File: src/rtl/wb_master_queued.sv
// Queued Wishbone classic master: buffers commands in a small FIFO and issues them
// one at a time with byte selects, ERR/RTY handling, bounded retries and a timeout.
module wb_master_queued #(
    parameter int unsigned data_wl     = 32,
    parameter int unsigned adr_wl      = 32,
    parameter int unsigned fifo_depth  = 4,
    parameter int unsigned timeout_cyc = 255,
    parameter int unsigned max_retry   = 3
) (
    input  logic                   clk,
    input  logic                   a_reset_h,
    input  logic                   wb_ack_i,
    input  logic                   wb_err_i,
    input  logic                   wb_rty_i,
    output logic                   wb_cyc_o,
    output logic                   wb_stb_o,
    output logic                   wb_we_o,
    output logic [data_wl/8-1:0]   wb_sel_o,
    output logic [adr_wl-1:0]      wb_adr_o,
    output logic [data_wl-1:0]     wb_dat_o,
    input  logic [data_wl-1:0]     wb_dat_i,
    input  logic                   start_i,
    input  logic [adr_wl-1:0]      addr_i,
    input  logic [data_wl-1:0]     data_i,
    input  logic [data_wl/8-1:0]   sel_i,
    input  logic                   we_i,
    output logic                   ready_o,
    output logic                   busy_o,
    output logic                   valid_o,
    output logic [1:0]             status_o,
    output logic [data_wl-1:0]     data_o
);

    localparam int unsigned SEL_W    = data_wl / 8;
    localparam int unsigned PTR_W    = (fifo_depth > 1) ? $clog2(fifo_depth) : 1;
    localparam int unsigned CNT_W    = PTR_W + 1;
    localparam int unsigned RTY_W    = (max_retry > 0) ? $clog2(max_retry + 1) : 1;
    localparam int unsigned TMO_W    = (timeout_cyc > 0) ? $clog2(timeout_cyc + 1) : 1;
    localparam int unsigned TMO_LAST = (timeout_cyc == 0) ? 0 : timeout_cyc - 1;

    localparam logic [1:0] ST_IDLE = 2'd0;
    localparam logic [1:0] ST_BUS  = 2'd1;
    localparam logic [1:0] ST_GAP  = 2'd2;

    localparam logic [1:0] STAT_OK  = 2'b00;
    localparam logic [1:0] STAT_ERR = 2'b01;
    localparam logic [1:0] STAT_RTY = 2'b10;
    localparam logic [1:0] STAT_TMO = 2'b11;

    // command storage
    logic [adr_wl-1:0]  fifo_adr [fifo_depth];
    logic [data_wl-1:0] fifo_dat [fifo_depth];
    logic [SEL_W-1:0]   fifo_sel [fifo_depth];
    logic               fifo_we  [fifo_depth];

    logic [PTR_W-1:0]   wr_ptr, rd_ptr;
    logic [CNT_W-1:0]   count, count_nx;
    logic               push, pop;

    logic [1:0]         state, state_nx;
    logic               cyc_nx, stb_nx, we_nx;
    logic [SEL_W-1:0]   sel_nx;
    logic [adr_wl-1:0]  adr_nx;
    logic [data_wl-1:0] dat_nx;
    logic               valid_nx, busy_nx;
    logic [1:0]         status_nx;
    logic [data_wl-1:0] data_nx;
    logic [RTY_W-1:0]   rty_cnt, rty_nx;
    logic [TMO_W-1:0]   tmo_cnt, tmo_nx;

    assign ready_o = (count != CNT_W'(fifo_depth));
    assign push    = start_i && ready_o;

    // FIFO payload write; storage needs no reset since count gates every read
    always_ff @(posedge clk) begin
        if (push) begin
            fifo_adr[wr_ptr] <= addr_i;
            fifo_dat[wr_ptr] <= data_i;
            fifo_sel[wr_ptr] <= sel_i;
            fifo_we[wr_ptr]  <= we_i;
        end
    end

    // next-state and output logic
    always_comb begin
        state_nx  = state;
        cyc_nx    = wb_cyc_o;
        stb_nx    = wb_stb_o;
        we_nx     = wb_we_o;
        sel_nx    = wb_sel_o;
        adr_nx    = wb_adr_o;
        dat_nx    = wb_dat_o;
        valid_nx  = 1'b0;
        status_nx = status_o;
        data_nx   = data_o;
        rty_nx    = rty_cnt;
        tmo_nx    = tmo_cnt;
        pop       = 1'b0;

        case (state)
            ST_IDLE: begin
                if (count != '0) begin
                    adr_nx   = fifo_adr[rd_ptr];
                    dat_nx   = fifo_dat[rd_ptr];
                    sel_nx   = fifo_sel[rd_ptr];
                    we_nx    = fifo_we[rd_ptr];
                    cyc_nx   = 1'b1;
                    stb_nx   = 1'b1;
                    tmo_nx   = '0;
                    state_nx = ST_BUS;
                end
            end
            ST_BUS: begin
                tmo_nx = tmo_cnt + TMO_W'(1);
                if (wb_ack_i) begin
                    pop       = 1'b1;
                    valid_nx  = 1'b1;
                    status_nx = STAT_OK;
                    if (!wb_we_o) begin
                        data_nx = wb_dat_i;
                    end
                end else if (wb_err_i) begin
                    pop       = 1'b1;
                    valid_nx  = 1'b1;
                    status_nx = STAT_ERR;
                end else if (wb_rty_i) begin
                    if (rty_cnt < RTY_W'(max_retry)) begin
                        rty_nx   = rty_cnt + RTY_W'(1);
                        cyc_nx   = 1'b0;
                        stb_nx   = 1'b0;
                        state_nx = ST_GAP;
                    end else begin
                        pop       = 1'b1;
                        valid_nx  = 1'b1;
                        status_nx = STAT_RTY;
                    end
                end else if ((timeout_cyc != 0) && (tmo_cnt == TMO_W'(TMO_LAST))) begin
                    pop       = 1'b1;
                    valid_nx  = 1'b1;
                    status_nx = STAT_TMO;
                end
                if (pop) begin
                    cyc_nx   = 1'b0;
                    stb_nx   = 1'b0;
                    we_nx    = 1'b0;
                    rty_nx   = '0;
                    state_nx = ST_IDLE;
                end
            end
            ST_GAP: begin
                adr_nx   = fifo_adr[rd_ptr];
                dat_nx   = fifo_dat[rd_ptr];
                sel_nx   = fifo_sel[rd_ptr];
                we_nx    = fifo_we[rd_ptr];
                cyc_nx   = 1'b1;
                stb_nx   = 1'b1;
                tmo_nx   = '0;
                state_nx = ST_BUS;
            end
            default: begin
                cyc_nx   = 1'b0;
                stb_nx   = 1'b0;
                state_nx = ST_IDLE;
            end
        endcase

        count_nx = count + CNT_W'(push) - CNT_W'(pop);
        busy_nx  = (count_nx != '0) || (state_nx != ST_IDLE);
    end

    // state, pointers and registered outputs
    always_ff @(posedge clk or posedge a_reset_h) begin
        if (a_reset_h) begin
            state    <= ST_IDLE;
            wr_ptr   <= '0;
            rd_ptr   <= '0;
            count    <= '0;
            rty_cnt  <= '0;
            tmo_cnt  <= '0;
            wb_cyc_o <= 1'b0;
            wb_stb_o <= 1'b0;
            wb_we_o  <= 1'b0;
            wb_sel_o <= '0;
            wb_adr_o <= '0;
            wb_dat_o <= '0;
            valid_o  <= 1'b0;
            status_o <= 2'b00;
            data_o   <= '0;
            busy_o   <= 1'b0;
        end else begin
            state    <= state_nx;
            if (push) wr_ptr <= wr_ptr + PTR_W'(1);
            if (pop)  rd_ptr <= rd_ptr + PTR_W'(1);
            count    <= count_nx;
            rty_cnt  <= rty_nx;
            tmo_cnt  <= tmo_nx;
            wb_cyc_o <= cyc_nx;
            wb_stb_o <= stb_nx;
            wb_we_o  <= we_nx;
            wb_sel_o <= sel_nx;
            wb_adr_o <= adr_nx;
            wb_dat_o <= dat_nx;
            valid_o  <= valid_nx;
            status_o <= status_nx;
            data_o   <= data_nx;
            busy_o   <= busy_nx;
        end
    end

endmodule

File: config.mk
export PLATFORM = sky130hd
export DESIGN_NAME = wb_master_queued
export DESIGN_NICKNAME = d
export VERILOG_FILES = /design/src/rtl/wb_master_queued.sv
export SDC_FILE = /design/constraint.sdc
export NUM_CORES = 1
export LEC_CHECK = 0
export ABC_AREA = 1
export CAP_MARGIN = 15
export CORE_MARGIN = 2
export CORE_UTILIZATION = 55
export DETAILED_ROUTE_END_ITERATION = 16
export PLACE_DENSITY = 0.8
export SYNTH_ARGS = -nofsm -noshare
export SYNTH_HDL_FRONTEND = slang
export SYNTH_SLANG_ARGS = --single-unit
File: constraint.sdc
create_clock -name clk -period 6.3 [get_ports clk]
set_input_delay 1.26 -clock clk [delete_from_list [all_inputs] [get_ports clk]]
set_output_delay 1.26 -clock clk [all_outputs]
set_load 0.05 [all_outputs]
# Word level (Yosys, flattened, before mapping)
# Memories as Yosys holds them, arrays and structs flattened.
# Cells that the tools add are included.
# totals
mem_count	4
reg_bits	125
mem_bits_rw	276
out_inout_bits	108
# mem_list
memory	depth	word_bits	read_ports	rd_ports_with_merged_regs	wr	line	source
fifo_adr	4	32	1	0	1	51	logic [adr_wl-1:0] fifo_adr [fifo_depth];
fifo_dat	4	32	1	0	1	52	logic [data_wl-1:0] fifo_dat [fifo_depth];
fifo_sel	4	4	1	0	1	53	logic [SEL_W-1:0] fifo_sel [fifo_depth];
fifo_we	4	1	1	0	1	54	logic fifo_we [fifo_depth];
# classes
reduce_logical	18
bitwise_logic	1
magnitude_cmp	1
eq_ne	13
add_sub_neg	6
n_mux	45
# ops
operator	count
32-bit one-hot mux with 2 select lines	2
32-bit 2-to-1 mux	2
2-bit 2-to-1 mux	16
8-bit one-hot mux with 3 select lines	1
1-bit 2-to-1 mux	18
3-bit != test (second input constant)	5
5-bit AND reduction	2
3-bit AND reduction	3
3-bit nonzero test	3
8-bit by 1-bit adder with 8-bit output (second input constant)	1
8-bit equality test (second input constant)	1
8-bit 2-to-1 mux	1
4-bit one-hot mux with 2 select lines	1
2-bit nonzero test	4
2-bit by 1-bit adder with 2-bit output (second input constant)	3
1-bit one-hot mux with 3 select lines	2
2-bit one-hot mux with 3 select lines	1
4-bit 2-to-1 mux	1
2-bit by 1-bit != test with 1-bit output (second input constant)	2
2-bit != test (second input constant)	2
4-bit != test (second input constant)	1
2-bit AND reduction	2
4-bit nonzero test	1
3-bit by 1-bit adder with 3-bit output	1
other kinds (8)	8

# Longest topological paths before layout
# logic_depth
word_depth	10
depth_mapped	16

# Worst setup path before layout
# No wires, ideal clock.
# synth_path
path_type	in2reg
startpoint	in start_i
endpoint	mem fifo_adr[0][0], enable pin
setup_slack_ns	1.441
required_time_ns	5.803
t_arrival_ns	4.362
cell_stages	2
setup_ns	0.497
cell_sequence	nand2_1 > nor2_1
# synth_between
elab_chain_cells	3
# synth_lines
element	line	source
start, declared	22	input logic start_i,
1-bit logical AND	72	assign push = start_i && ready_o;
1-bit 2-to-1 mux	76	if (push) begin
1-bit 2-to-1 mux (not written as such)	77	fifo_adr[wr_ptr] <= addr_i;
end, declared	51	
# Every way passes these cells.

# Worst setup path after layout
# layout_path
startpoint	in wb_ack_i
endpoint	reg busy_o
# layout_between
elab_chain_cells	6
# layout_lines
element	line	source
start, declared	12	input logic wb_ack_i,
1-bit 2-to-1 mux	115	if (wb_ack_i) begin
1-bit 2-to-1 mux (2 in a row)	100	case (state)
via pop	58	logic push, pop;
3-bit by 1-bit subtractor with 3-bit output	167	count_nx = count + CNT_W'(push) - CNT_W'(pop);
via count_nx[1]	57	logic [CNT_W-1:0] count, count_nx;
3-bit nonzero test	168	busy_nx = (count_nx != '0) || (state_nx != ST_IDLE);
1-bit logical OR	168	
via busy_nx	65	logic valid_nx, busy_nx;
end signal, assigned	206	busy_o <= busy_nx;
end, declared	28	output logic busy_o,
# The timed path passes the listed nets, and every way through them passes these cells. The select of a mux whose other input is x is not followed.
# A chain may end at the register's enable or synchronous reset.

==> reports/results.ini <==
[drt]
drt_iter0_drc = 810
wl_per_cell_um = 17.84
dr_total_vias = 9990
first_pass_iters = 5
ant_nets = 0
post-route-drc-count = 0
wirelength_um = 33350
post_drt_via_cell_ratio = 5.345

[synth]
synthMostInstantiatedCell = edfxtp_1
synth_area_sq_um = 15510
synth_edf_count = 276
synth_top_cell_by_area = edfxtp_1
ys_seq_area_share_pct = 73.59
ys_ff_latch = 401
syn_inst = 1253
ys_types = 29
syn_area_per_cell_sq_um = 12.38
synth-main-ff-cell = edfxtp_1
synth_common_cells = 276 x edfxtp_1, 245 x nand2_1, 226 x nor2_1
synth.top_cell.area_share_pct = 53.43
synth.net_count = 1370
ys_warn_count = 0
ys_async_sr_fraction_pct = 31.17
synthTopCellsByArea = edfxtp_1 53%, dfrtp_1 20%, o21ai_0 6.1%

[setup_path]
crit_chain = clkdlybuf4s50_1 -> nor2_1 -> nand3_1 -> nand2_1 -> inv_1 -> ha_1 -> inv_1 -> ha_1 -> fa_1 -> nor2_1 -> nand2_1 -> nor2_1 -> nand2_1
end_kind = flip-flop
cp_top_family = simple AND/OR/NAND/NOR gates
startpoint_type = primary input
path_max_fanout = 6
cp_slowest_cell = clkdlybuf4s50_1
critical_path_arrival_ns = 4.07
worstPathRequired_ns = 6.71
critical_path_class = in -> reg
crit_buf_inv = 3
cpPeakStageDelay_ns = 0.48

[global_route]
grt_antenna_before_repair = 3
grt_pass1_wl_um = 51840
overflow = 0
grt_max_degree = 85
first_global_vias = 10150
globalRouteTotalUtil_pct = 22.62

[placed_design]
dpl.hpwl_um = 20070
port_buffers = 214
place.gp.congestion = 0.7842

[job]
drv_cap = 0

[timing]
hold_viol = 0
finClkSkew_ns = 0.01631
finalCritPeriodShare_pct = 58.09
relSlewSlack_pct = 29.06
period_minus_slack_ns = 3.660
tns_ns = 0
finalSetupViolations = 0
maxSlewViolCount = 0
tightest_slew_ns = 1.060
rsz0062_at_grt = false
max_freq_ghz = 0.2733

[final_layout]
drive_gt1_share_pct = 7.527
syn2layout_area_growth_pct = 24.26
final_nets = 1574
nFillCells = 1929

[clock_tree]
cts-htree-levels = 2
postCtsHoldBufs = 0
clkTransAtPathRegs_ns = 0.06
cts_root_buffer = clkbuf_16
numCtsBuffers = 40
postCtsResizedCells = 0
cts_buffer_depth = 3
cts.sinks = 401
clock_latency_ns = 0.53
cts_tree = done
post-cts-setup-buffer-count = 0

[run_status]
status = complete, no violations

[floorplanning]
coreArea_sq_um = 27780
fp.dieH_um = 171.9
die_width_um = 171.9
start_util_pct = 55.84
ios = 215
rows = 61
dieArea_sq_um = 29560

[pwr]
powerDensity_nw_per_um2 = 554.7
total_leakage_power_nw = 7.477
ir_drop_uv = 301.6
power.total_mw = 10.69

[min_path]
worstHoldPathType = reg -> reg

[power breakdown]
| group | internal, mW | switching (mW) |
|---|---|---|
| clock network | 1.38 | 0.944 |
| registers | 3.62 | 0.404 |
| logic | 1.39 | 2.96 |
[metrics by stage]
step / instances / setup slack, ns / instance area (sq um) / utilization, % / hold slack, ns
5_1_grt: 1869 / 2.430 / 19280 / 69.38 / 0.4939
2_1_floorplan: 1253 / 1.441 / 15510 / - / 0.4459
6_report: 1869 / 2.641 / 19280 / 69.38 / 0.4785
3_3_place_gp: 1792 / 2.337 / 17960 / 64.64 / 0.4630
4_1_cts: 1865 / 2.675 / 19250 / 69.28 / 0.4805
3_5_place_dp: 1792 / 2.205 / 17960 / 64.64 / 0.4642
[cell families after synthesis]
family	Yosys count	share of synthesized area (%)
buffers and inverters	94	2.928
and+or+nand+nor	491	12.20
DFF	401	73.59
AOI/OAI and AO/OA	221	7.146
xor gates and xnor gates	4	0.2259
adders and majority gates	10	0.8550
muxes	32	3.049
[worst paths after layout]
kind,startpoint,endpoint,slack (ns),cells after the start
worst max-delay path,wb_ack_i,busy_o,2.64,13
worst min-delay path,wb_adr_o[19],wb_adr_o[19],0.48,2
worst max register to register,tmo_cnt[0],busy_o,3.40,16
worst min register to register,wb_adr_o[19],wb_adr_o[19],0.48,2
max in group asynchronous,a_reset_h,wb_dat_o[12],4.00,3
min in group asynchronous,a_reset_h,data_o[21],1.27,2
[placed cells by master, fill, tap and decap left out, types with 10 or more instances in the layout]
cell type,count
o21ai_0,189
clkdlybuf4s50_1,214
o21ai_1,26
inv_1,27
nand2_1,245
edfxtp_1,276
dfrtp_1,123
clkbuf_1,13
buf_4,10
clkbuf_16,41
mux2_4,30
nor2_1,222
nand3_1,13
[flip-flops by register name, indices dropped and copies added (netlist names), 8 cells and up]
| signal | count |
|---|---|
| fifo_adr | 128 |
| wb_dat_o | 32 |
| tmo_cnt | 8 |
| wb_adr_o | 32 |
| fifo_dat | 128 |
| data_o | 32 |
| fifo_sel | 16 |
[area by class of cell]
class                      count  area (sq um)  area share (%)
tap                          378         473.0           2.454
multi-input combinational    758          3689           19.14
inverter                      29         116.4          0.6037
clock buffer                  59          1144           5.933
clock inverter                14         146.4          0.7594
antenna                        3         7.507         0.03895
timing repair buffer         227          2277           11.81
sequential                   401         11420           59.26
[tightest hold or removal path, cell delays in order, from the launching register on]
cell     delay, ns
dfrtp_1       0.34
nand2_1       0.05
nand2_1       0.05
[metal layers]
layer | part of all wire, % | global-route usage (%) | wire length (um)
met4 | 2.9 | 8.075 | 983
met2 | 49 | 39.08 | 16470
met5 | 0 | 0 | 0
met3 | 6.8 | 4.120 | 2284
met1 | 41 | 28.92 | 13610
Power figures use the tool's default switching activity.
